File: src/rtl/pipe_adder.sv
// pipe_adder: two-stage pipelined add / subtract / accumulate unit with
// valid/ready handshakes on both sides. Stage 1 registers the operand pair
// and mode. Stage 2 computes the result into the output registers and the
// running accumulator. A single enable freezes the whole pipeline whenever
// the output holds a result that downstream has not yet taken.
module pipe_adder #(
  parameter int WIDTH = 8,
  parameter int SAT   = 0
) (
  input  logic             clk,
  input  logic             rst,
  input  logic             in_valid,
  output logic             in_ready,
  input  logic [WIDTH-1:0] DOut1,
  input  logic [WIDTH-1:0] DOut2,
  input  logic [1:0]       mode,
  output logic             out_valid,
  input  logic             out_ready,
  output logic [WIDTH-1:0] ADDOut,
  output logic             carry
);

  localparam logic SAT_ON = (SAT != 32'sd0);

  localparam logic [1:0] MODE_ADD  = 2'b00;
  localparam logic [1:0] MODE_SUB  = 2'b01;
  localparam logic [1:0] MODE_ACC  = 2'b10;
  localparam logic [1:0] MODE_LOAD = 2'b11;

  // Pipeline enable
  logic en_s;

  // Stage-1 registers
  logic             s1_valid_q, s1_valid_d;
  logic [WIDTH-1:0] a_q, a_d;
  logic [WIDTH-1:0] b_q, b_d;
  logic [1:0]       mode_q, mode_d;

  // Stage-2 / output registers and accumulator
  logic             out_valid_q, out_valid_d;
  logic [WIDTH-1:0] addout_q, addout_d;
  logic             carry_q, carry_d;
  logic [WIDTH-1:0] acc_q, acc_d;

  // Arithmetic intermediates
  logic [WIDTH:0]   raw_s;
  logic             raw_c_s;
  logic [WIDTH-1:0] res_s;

  // Pipeline advances unless a result is stuck at the output; this is the only out_ready -> in_ready path.
  always_comb begin
    en_s = !out_valid_q || out_ready;
  end

  assign in_ready  = en_s;
  assign out_valid = out_valid_q;
  assign ADDOut    = addout_q;
  assign carry     = carry_q;

  // Stage-1 next state: capture the operand pair on an input transfer, otherwise hold.
  always_comb begin
    s1_valid_d = s1_valid_q;
    a_d        = a_q;
    b_d        = b_q;
    mode_d     = mode_q;
    if (en_s) begin
      s1_valid_d = in_valid;
      if (in_valid) begin
        a_d    = DOut1;
        b_d    = DOut2;
        mode_d = mode;
      end else begin
        a_d    = a_q;
        b_d    = b_q;
        mode_d = mode_q;
      end
    end else begin
      s1_valid_d = s1_valid_q;
    end
  end

  // Raw (WIDTH+1)-bit result; the top bit is carry for add/acc and borrow for sub.
  always_comb begin
    raw_s = {1'b0, a_q};
    case (mode_q)
      MODE_ADD:  raw_s = {1'b0, a_q} + {1'b0, b_q};
      MODE_SUB:  raw_s = {1'b0, a_q} - {1'b0, b_q};
      MODE_ACC:  raw_s = {1'b0, acc_q} + {1'b0, a_q};
      MODE_LOAD: raw_s = {1'b0, a_q};
      default:   raw_s = {1'b0, a_q};
    endcase
  end

  // Optional unsigned saturation: overflow clamps high, borrow clamps to zero.
  always_comb begin
    raw_c_s = raw_s[WIDTH];
    res_s   = raw_s[WIDTH-1:0];
    if (SAT_ON && raw_c_s) begin
      if (mode_q == MODE_SUB) begin
        res_s = {WIDTH{1'b0}};
      end else begin
        res_s = {WIDTH{1'b1}};
      end
    end else begin
      res_s = raw_s[WIDTH-1:0];
    end
  end

  // Stage-2 next state: load result/carry when stage 1 holds an item; accumulate modes also commit to acc.
  always_comb begin
    out_valid_d = out_valid_q;
    addout_d    = addout_q;
    carry_d     = carry_q;
    acc_d       = acc_q;
    if (en_s) begin
      out_valid_d = s1_valid_q;
      if (s1_valid_q) begin
        addout_d = res_s;
        carry_d  = raw_c_s;
        if (mode_q[1]) begin
          acc_d = res_s;
        end else begin
          acc_d = acc_q;
        end
      end else begin
        addout_d = addout_q;
        carry_d  = carry_q;
      end
    end else begin
      out_valid_d = out_valid_q;
    end
  end

  // State registers with synchronous active-high reset clearing everything in flight.
  always_ff @(posedge clk) begin
    if (rst) begin
      s1_valid_q  <= 1'b0;
      a_q         <= {WIDTH{1'b0}};
      b_q         <= {WIDTH{1'b0}};
      mode_q      <= 2'b00;
      out_valid_q <= 1'b0;
      addout_q    <= {WIDTH{1'b0}};
      carry_q     <= 1'b0;
      acc_q       <= {WIDTH{1'b0}};
    end else begin
      s1_valid_q  <= s1_valid_d;
      a_q         <= a_d;
      b_q         <= b_d;
      mode_q      <= mode_d;
      out_valid_q <= out_valid_d;
      addout_q    <= addout_d;
      carry_q     <= carry_d;
      acc_q       <= acc_d;
    end
  end

endmodule
File: config.mk
export PLATFORM = sky130hd
export DESIGN_NAME = pipe_adder
export DESIGN_NICKNAME = d
export VERILOG_FILES = /design/src/rtl/pipe_adder.sv
export SDC_FILE = /design/constraint.sdc
export NUM_CORES = 1
export LEC_CHECK = 0
export CAP_MARGIN = 20
export CORE_AREA = 2 2 76 78
export CTS_BUF_LIST = sky130_fd_sc_hd__clkbuf_4
export DETAILED_ROUTE_END_ITERATION = 12
export DIE_AREA = 0 0 78 80
export HOLD_SLACK_MARGIN = 0.15
export SYNTH_ARGS = -nofsm -noshare
export SYNTH_HDL_FRONTEND = slang
export SYNTH_SLANG_ARGS = --single-unit
File: constraint.sdc
create_clock -name clk -period 2.8 [get_ports clk]
set_input_delay 0.56 -clock clk [delete_from_list [all_inputs] [get_ports clk]]
set_output_delay 0.56 -clock clk [all_outputs]
set_load 0.03 [all_outputs]
# ---- Word-level counts from Yosys, hierarchy flattened
# Index checks and enable logic that the tools add are counted.
dict set report totals {
  input_bits 22
  ff_bits 37
  out_inout_bits 11
  elab_cells 21
}
dict set report op_classes {
  n_reduce_logical 6
  eq_ne 3
  mux 1
  add_sub_neg 3
}
# op count
set op_table {}
lappend op_table {{$pmux 9 s4} 1}
lappend op_table {{$add 8x8->9} 2}
lappend op_table {{$sub 8x8->9} 1}
lappend op_table {{$eq 2x2->1 const B} 2}
lappend op_table {{$reduce_and 2->1} 2}
lappend op_table {{$reduce_and 3->1} 1}
lappend op_table {{$eq 2x1->1 const B} 1}
lappend op_table {{$logic_not 2->1} 1}
lappend op_table {{$logic_not 1->1} 1}
lappend op_table {{$logic_or 1x1->1} 1}

# ---- Longest topological paths before layout
# Gate-level depths: netlist of the first run.
dict set report logic_depth {
  word_depth 3
  ltp_mapped 13
  ltp_nobuf 13
}

# ---- Least setup slack after synthesis of the first run
# OpenSTA, ideal clock, no wires.
dict set report synth_path {
  path_kind {reg2reg}
  start {reg mode_q[0]}
  end {reg addout_q[6], in the netlist ADDOut[6]}
  setup_slack_ps -49
  arrival_time_ps 2764
  path_stages_with_launch 14
  setup_time_ps 86
  required_ps 2714
  period_less_slack_ps 2849
  n_path_buf 1
  path_cell_list {dfxtp_1 > inv_1 > ha_1 > clkbuf_1 > o21ai_0 > o21ai_0 > ha_1 > inv_1 > fa_1 > nand2b_1 > a211oi_1 > nor3_1 > o31a_1 > a211oi_1}
}
dict set report synth_between {
  elab_chain_len 2
  word_cells_on_any_way 5
  classes_between {eq/ne: 3; mux: 1; reduce/logical: 1}
}
# element line_no
set synth_lines {}
lappend synth_lines {{start, declared} 37} ;# logic [1:0] mode_q, mode_d;
lappend synth_lines {{start signal, assigned} 149} ;# mode_q <= mode_d;
lappend synth_lines {{$eq 2x2->1 (tied with other cells)} 85} ;# case (mode_q)
lappend synth_lines {{$pmux 9 s4 (*)} 85}
lappend synth_lines {{end signal, assigned} 142} ;# addout_q <= {WIDTH{1'b0}};
lappend synth_lines {{end signal, assigned} 151} ;# addout_q <= addout_d;
lappend synth_lines {{end, declared} 41} ;# logic [WIDTH-1:0] addout_q, addout_d;
# Mark *: on every way between the ends. The rest lies on a longest branch, timed or not.
# A chain may end at the register's enable or synchronous reset.

# ---- Final worst setup path of the first run
dict set report layout_path {
  start {reg mode_q[1]}
  end {reg acc_q[6]}
}
dict set report layout_between {
  elab_chain_len 2
  word_cells_on_any_way 6
  classes_between {eq/ne: 3; mux: 1; reduce/logical: 2}
}
# element line_no
set layout_lines {}
lappend layout_lines {{$eq 2x2->1 (tied with other cells)} 85}
lappend layout_lines {{$pmux 9 s4} 85}
lappend layout_lines {{end signal, assigned} 144} ;# acc_q <= {WIDTH{1'b0}};
lappend layout_lines {{end, declared} 43} ;# logic [WIDTH-1:0] acc_q, acc_d;
# Parallel ways exist; a longest one is shown, timed or not.

==> results of run 1 <==
-- layout by cell type, fill, tap and decap left out, types with 3 or more instances in the layout --
| cell type | n |
|---|---|
| dfxtp_1 | 35 |
| o22ai_1 | 3 |
| nor3_1 | 3 |
| nor3b_1 | 8 |
| nor2_1 | 27 |
| o21ai_0 | 10 |
| o31a_1 | 3 |
| clkdlybuf4s50_1 | 32 |
| nand3_1 | 3 |
| nand2_1 | 51 |
| ha_1 | 8 |
| a21oi_1 | 39 |
| ha_2 | 3 |
| a211oi_1 | 11 |
| o211ai_1 | 4 |
| inv_1 | 13 |
| clkbuf_4 | 5 |
| mux2i_1 | 4 |
| buf_4 | 11 |
| xor2_1 | 3 |
-- power by group --
part / internal (uW) / switching (uW)
Sequential: 554 / 27.9
Combinational: 132 / 152
Clock: 90.9 / 181
-- worst register-to-register path: cells and delay by family (launching register included) --
| family | cells | cell delay (ns) |
|---|---|---|
| compound gates | 6 | 0.98 |
| fa+ha+maj | 2 | 0.52 |
| simple gates | 2 | 0.40 |
| flops | 1 | 0.38 |
| buf+inv | 2 | 0.24 |
-- routing by layer --
metal,part of all wire (%),vias up
li1,-,1017
met1,49,878
met2,44,54
met3,5.2,8
met4,2.1,0
met5,0,-
-- area by class of cell --
| type | count | area share [%] |
|---|---|---|
| clock inverter | 3 | 0.473 |
| tap | 72 | 3.40 |
| clock buffer | 5 | 1.42 |
| inverter | 13 | 1.84 |
| multi-input combinational | 208 | 49.4 |
| timing repair buffer | 43 | 15.2 |
| sequential | 37 | 28.3 |
-- stage by stage --
| stage | power, uW | worst slack (ns) | instances | hold slack (ns) | util, % |
|---|---|---|---|---|---|
| floorplan | 761 | 0.0281 | 274 | 0.450 | - |
| global placement | 858 | 0.0531 | 372 | 0.475 | 46.4 |
| detailed placement | 862 | -0.0650 | 372 | 0.475 | 46.4 |
| CTS | 1140 | 0.0122 | 380 | 0.490 | 47.5 |
| global route | 1220 | -0.00789 | 381 | 0.534 | 49.0 |
| finish | 1140 | 0.204 | 381 | 0.491 | 49.0 |
-- registers in the layout, summed over array words and instances (netlist names) --
name,cells
b_q,8
ADDOut,8
acc_q,8
a_q,8
out_valid,1
mode_q,2
s1_valid_q,1
carry,1
-- cell families (layout without fill, tap and decap cells) --
logic type	count (synthesis)	count (layout)	synth area share, %
buffers and inverters	29	64	5.67
AO/OA/AOI/OAI	78	78	23.1
XOR/XNOR	3	3	1.25
AND/OR/NAND/NOR	107	107	22.9
multiplexers	6	6	2.99
flip-flops	37	37	35.4
adder cells (fa/ha/maj)	14	14	8.72
-- worst max path at each step --
stage                                      start                     end  slack (ns)  cells after the start
after CTS                 mode_q[1]$_SDFFE_PP0P_   acc_q[6]$_SDFFE_PP0P_        0.01                     12
final                     mode_q[1]$_SDFFE_PP0P_   acc_q[6]$_SDFFE_PP0P_        0.20                     12
after detailed placement  mode_q[1]$_SDFFE_PP0P_   acc_q[6]$_SDFFE_PP0P_       -0.06                     12
after global placement    mode_q[0]$_SDFFE_PP0P_      carry$_SDFFE_PP0P_        0.05                     10
after floorplan           mode_q[0]$_SDFFE_PP0P_  ADDOut[6]$_SDFFE_PP0P_        0.03                     13
after global routing      mode_q[1]$_SDFFE_PP0P_   acc_q[6]$_SDFFE_PP0P_      -0.008                     12
-- timing repair --
action,4_1_cts,5_1_grt
pin swaps,0,3
hold buffers,0,0
hold endpoints to repair,0,0
setup endpoints to repair,3,11
resized for setup,1,19
buffers inserted,0,1
==> summary.txt, run 1 <==
Worst hold path
  • Hold Path Class: register to register
  • Hold EP: a_q[7]$_SDFFE_PP0P_
  • Worst hold path depth: 2
  • HP Start: a_q[7]$_SDFFE_PP0P_

Worst setup path
  • Critical path capture point type: register
  • Worst Setup Start Kind: register
  • R2R Path Start: mode_q[1]$_SDFFE_PP0P_
  • Max FO, Critical Path: 9
  • Reg-to-reg endpoint: acc_q[6]$_SDFFE_PP0P_
  • WP buf/inv: 2
  • Req. time, crit path: 3.06 ns
  • R2r setup slk: 0.20 ns
  • Critical path class: register to register
  • Worst R2R Path Depth: 12
  • WP data arrival: 2.86 ns
  • CP Cell Sequence: inv_1 > ha_4 > buf_4 > nor3b_1 > a21oi_1 > o21ai_0 > ha_1 > nor2_4 > a211oi_4 > o21a_1 > o31a_1 > a211oi_1
  • Top delay family on crit path: compound AO/OA/AOI/OAI gates
  • Worst path slowest cell: dfxtp_4
  • Slowest Stage Delay on Critical Path: 0.38 ns

Detailed routing
  • Initial DRC count: 98
  • Final WL: 5020 um
  • DRC viols: 0
  • Wire per inst: 13.2 um
  • TritonRoute pass-1 iters: 4
  • Vias post-DR: 1957
  • Vias per inst: 5.14
  • Detail Route Antenna Nets: 0

Global routing
  • First-pass GRT wire length: 8380 um
  • Met2 track demand over resource: 26.8%
  • Largest net degree at the start of global routing: 20
  • All-Layer GR Usage: 17.3%
  • Number of global-route vias before repair: 1807
  • Initial antenna violation count: 0
  • Met1 Use GR: 23.3%
  • Met3 usage: 3.73%
  • Most Used Layer, Global Route: met2
  • GRT Residual Overflow: 0

Layout
  • FF/Latch Area: 748 um2
  • Antenna cells: 0
  • Number of fill cells: 564
  • Layout cells sized above 1: 11.7%
  • Post-route cell area: 2650 um2
  • Multi-input logic area: 1310 um2
  • Layout area overhead: 26.3%
  • Layout Nets: 344

CTS
  • Skew-Pair Late Insertion Delay: 0.35 ns
  • Htree depth: 2
  • TritonCTS buffer count: 5
  • Max Root-Sink Buffers: 2
  • Clk root buf: clkbuf_4
  • CTS tree: done
  • Sink Count: 37
  • Clock-pin slew on the worst setup and hold paths: 0.11 ns

Placement
  • Post-Place Cell Area: 2510 um2
  • I/O Buffers: 32
  • Placer's final routability congestion estimate: 0.856
  • HPWL after detailed placement: 3790 um

Timing
  • Final Hold Viols: 0
  • Crit share post-route: 92.7%
  • Max-slew headroom: 51.4%
  • Endpoints failing setup: 0
  • Crit path time final: 2.60 ns
  • Final max-slew violation count: 0
  • Clock Skew: 0.0169 ns
  • Max Clk Rate: 0.385 GHz
  • Actual slew at the worst max-slew pin: 0.729 ns
  • Setup_tns: 0 ns

Floorplanning
  • Ports: 33
  • Die Span Y: 80 um
  • Rows: 27
  • Die area: 6240 um2
  • Die W: 78 um
  • Core box area: 5410 um2
  • Starting Density: 38.8%

Yosys
  • Top cell type's share of synthesized area: 35.4%
  • Synthesized instance count: 274
  • Sequential share of the synthesized area: 35.4%
  • Syn Nets: 310
  • Area of the mapped netlist: 2090 um2
  • Synth cell count leaders: nand2_1, a21oi_1, dfxtp_1, nor2_1
  • Number of synthesized flops with an enable pin: 0
  • FF+latch count, synth: 37
  • Top_reg_cell synth: dfxtp_1
  • Most frequent cell after synthesis: nand2_1
  • Asr flop ratio synth: 0%
  • Yosys warnings: 0
  • Top cells by area, synth: dfxtp_1, a21oi_1, nand2_1
  • Post-Syn Area per Cell: 7.64 um2
  • Top cell type by total area after synthesis: dfxtp_1
  • Yosys cell types: 37

Pwr
  • Pleak: 0.000973 uW
  • Power per cell area: 430 nW/um2
  • Worst ir drop on vdd: 170 uV

Flow run
  • Max_cap viols: 0

Run status
  • Outcome: finished, final reports clean
Note: power is estimated with default switching activity, not from simulation.
==> run 2, diff against run 1 <==
Settings changed: REMOVE_ABC_BUFFERS set to 1.
Clock period 2.8 ns to 2.3 ns, I/O delays scaled along.
==> summary.txt, run 2 (synthesis results as in run 1) <==
Floorplanning
  • Die W: 78 um (unchanged)
  • Die area: 6240 um2 (unchanged)
  • Rows: 27 (unchanged)
  • Starting Density: 38.8% (unchanged)
  • Die Span Y: 80 um (unchanged)
  • Ports: 33 (unchanged)
  • Core box area: 5410 um2 (unchanged)

Pwr
  • Seq pwr share: 42.8% (-8.3 points)
  • Combinational share of power: 28.9% (+3.9 points)
  • Worst ir drop on vdd: 309 uV (+82%)
  • Switching Power: 507 uW (+40%)
  • Net Sw Frac: 30.7% (-1.1 points)
  • Pleak: 0.00120 uW (+24%)
  • Internal: 1140 uW (+47%)
  • Clk pwr share: 28.3% (+4.4 points)
  • Power per cell area: 526 nW/um2 (+22%)

Global routing
  • All-Layer GR Usage: 18.0% (+0.79 points)
  • Number of global-route vias before repair: 1996 (+10%)
  • GRT Residual Overflow: 0 (unchanged)
  • Initial antenna violation count: 0 (unchanged)
  • Largest net degree at the start of global routing: 20 (unchanged)
  • First-pass GRT wire length: 8760 um (+4.5%)

Worst setup path
  • WP data arrival: 2.82 ns (-0.04 ns)
  • Max FO, Critical Path: 3 (-6)
  • Critical path class: register to register
  • Reg-to-reg endpoint: ADDOut[6]$_SDFFE_PP0P_
  • R2R Path Start: b_q[1]$_SDFFE_PP0P_
  • Worst Setup Start Kind: register
  • Worst R2R Path Depth: 12 (unchanged)
  • Critical path capture point type: register
  • Req. time, crit path: 2.58 ns (-0.48 ns)
  • R2r setup slk: -0.24 ns (-0.45 ns)

Timing
  • Max Clk Rate: 0.393 GHz (+2.0%)
  • Final hold slack: 0.491 ns (+0.000406 ns)
  • Clock Skew: 0.0113 ns (-0.00562 ns)
  • Endpoints failing setup: 13 (+13)
  • Actual slew at the worst max-slew pin: 0.502 ns (-0.227 ns)
  • RSZ-0062 raised after global routing: yes
  • Final Hold Viols: 0 (unchanged)
  • Setup ws final: -0.244 ns (-0.449 ns)
  • Crit share post-route: 111% (+18 points)
  • Max-slew headroom: 66.5% (+15 points)
  • Final max-slew violation count: 0 (unchanged)
  • Crit path time final: 2.54 ns (-0.0515 ns)
  • Setup_tns: -1.78 ns (-1.78 ns)

Run status
  • Failing checks: negative setup slack
  • Outcome: complete, but fails checks

Layout
  • FF/Latch Area: 748 um2 (unchanged)
  • Layout cells sized above 1: 30.9% (+19 points)
  • Leading cell types in the layout, fill and taps excluded: nand2_1, buf_4, a21oi_1
  • Layout area overhead: 49.7%
  • Multi-input logic area: 1460 um2 (+12%)
  • Layout Nets: 381 (+11%)
  • Number of fill cells: 535 (-5.1%)
  • Commonest non-fill, non-tap cell in the layout: nand2_1
  • Antenna cells: 0 (unchanged)

Placement
  • HPWL after detailed placement: 3920 um (+3.4%)
  • I/O Buffers: 32 (unchanged)
  • Placer's final routability congestion estimate: 0.866 (+1.2%)

CTS
  • Skew-Pair Late Insertion Delay: 0.36 ns (about the same)
  • CTS tree: done
  • Sink Count: 37 (unchanged)
  • TritonCTS buffer count: 5 (unchanged)
  • Quantity of hold-fixing buffers added after cts: 0 (unchanged)
  • Max Root-Sink Buffers: 2 (unchanged)
  • Htree depth: 2 (unchanged)
  • Clock-pin slew on the worst setup and hold paths: 0.13 ns (+0.02 ns)
  • Clk root buf: clkbuf_4

Detailed routing
  • TritonRoute pass-1 iters: 4 (unchanged)
  • Detail Route Antenna Nets: 0 (unchanged)
  • Vias per inst: 5.12 (-0.28%)
  • Wire per inst: 13.7 um (+3.7%)
  • Initial DRC count: 48 (-51%)
  • DRC viols: 0 (unchanged)
  • Vias post-DR: 2141 (+9.4%)
  • Final WL: 5710 um (+14%)

Worst hold path
  • HP Start: a_q[0]$_SDFFE_PP0P_
  • Worst hold path depth: 2 (unchanged)
  • Hold EP: a_q[0]$_SDFFE_PP0P_
  • Hold Path Class: register to register

Flow run
  • Max_cap viols: 0 (unchanged)
==> run 2: cell types whose count changed in the layout (fill, tap and decap cells not counted), sizes merged <==
| cell | previous run | this run |
|---|---|---|
| clkdlybuf4s50 | 32 | 31 |
| bufinv | 0 | 1 |
| buf | 11 | 49 |
| clkinv | 3 | 1 |
| clkinvlp | 0 | 1 |
==> run 2: through the flow <==
stage                     setup slack, ns  utilization (%)  instances  power (uW)  area (um2)
after CTS                          -0.211             55.9        413        1630        3020
after global placement             -0.332             49.7        396        1080        2690
final                              -0.244             58.0        418        1650        3140
after global routing               -0.342             58.0        418        1730        3140
after floorplan                    -0.418                -        258         911        2020
after detailed placement           -0.404             49.7        396        1090        2690
==> run 2: critical path: stages (launching register included) <==
cell      delay [ns]
dfxtp_4         0.36
buf_4           0.14
inv_4           0.05
ha_4            0.13
or4b_4          0.47
nor2_1          0.11
nor3b_1         0.06
a21oi_1         0.16
o21ai_2         0.13
ha_4            0.30
nor3_2          0.04
o31a_1          0.31
a211oi_1        0.19
==> run 2: final cells by class <==
cell class,instances,area share (%)
inverters,13,1.64
clock inverters,3,1.32
flip-flops and latches,37,23.9
repair buffers,80,22.5
well taps,72,2.87
clock buffers,5,1.20
multi-input cells,208,46.6
==> run 2: how the worst max path moves through the flow <==
stage | slack, ns | cells after the start | start | end
after floorplan | -0.42 | 12 | mode_q[0]$_SDFFE_PP0P_ | ADDOut[6]$_SDFFE_PP0P_
after global placement | -0.33 | 12 | mode_q[0]$_SDFFE_PP0P_ | ADDOut[6]$_SDFFE_PP0P_
after detailed placement | -0.40 | 12 | mode_q[0]$_SDFFE_PP0P_ | acc_q[6]$_SDFFE_PP0P_
after CTS | -0.21 | 11 | b_q[1]$_SDFFE_PP0P_ | ADDOut[6]$_SDFFE_PP0P_
after global routing | -0.34 | 12 | b_q[1]$_SDFFE_PP0P_ | ADDOut[6]$_SDFFE_PP0P_
final | -0.24 | 12 | b_q[1]$_SDFFE_PP0P_ | ADDOut[6]$_SDFFE_PP0P_
==> run 2: what timing repair did <==
action | in CTS | in global routing
setup buffers | 11 | 5
endpoints found under the setup margin | 13 | 14
pin swaps | 35 | 23
resized for setup | 51 | 20
==> run 2: power by group through the flow <==
| stage | registers, uW | clock network, uW | logic, uW |
|---|---|---|---|
| 3_5_place_dp | 717 | 0 | 371 |
| 3_3_place_gp | 715 | 0 | 366 |
| 2_1_floorplan | 736 | 0 | 176 |
| 5_1_grt | 712 | 504 | 516 |
| 4_1_cts | 705 | 478 | 445 |
| 6_report | 707 | 467 | 477 |
==> run 2: per-layer routing <==
layer	vias up	global-route usage (%)	wire length [um]
li1	1092	-	-
met2	41	32.0	2790
met1	999	21.2	2600
met5	-	0	0
met3	9	3.62	205
met4	0	7.37	112
==> run 3, diff against run 2 <==
Settings changed: HOLD_SLACK_MARGIN 0.15 to 0.1.
==> results of run 3 <==
No change in the layout: final DEF, timing and power equal those of run 2.
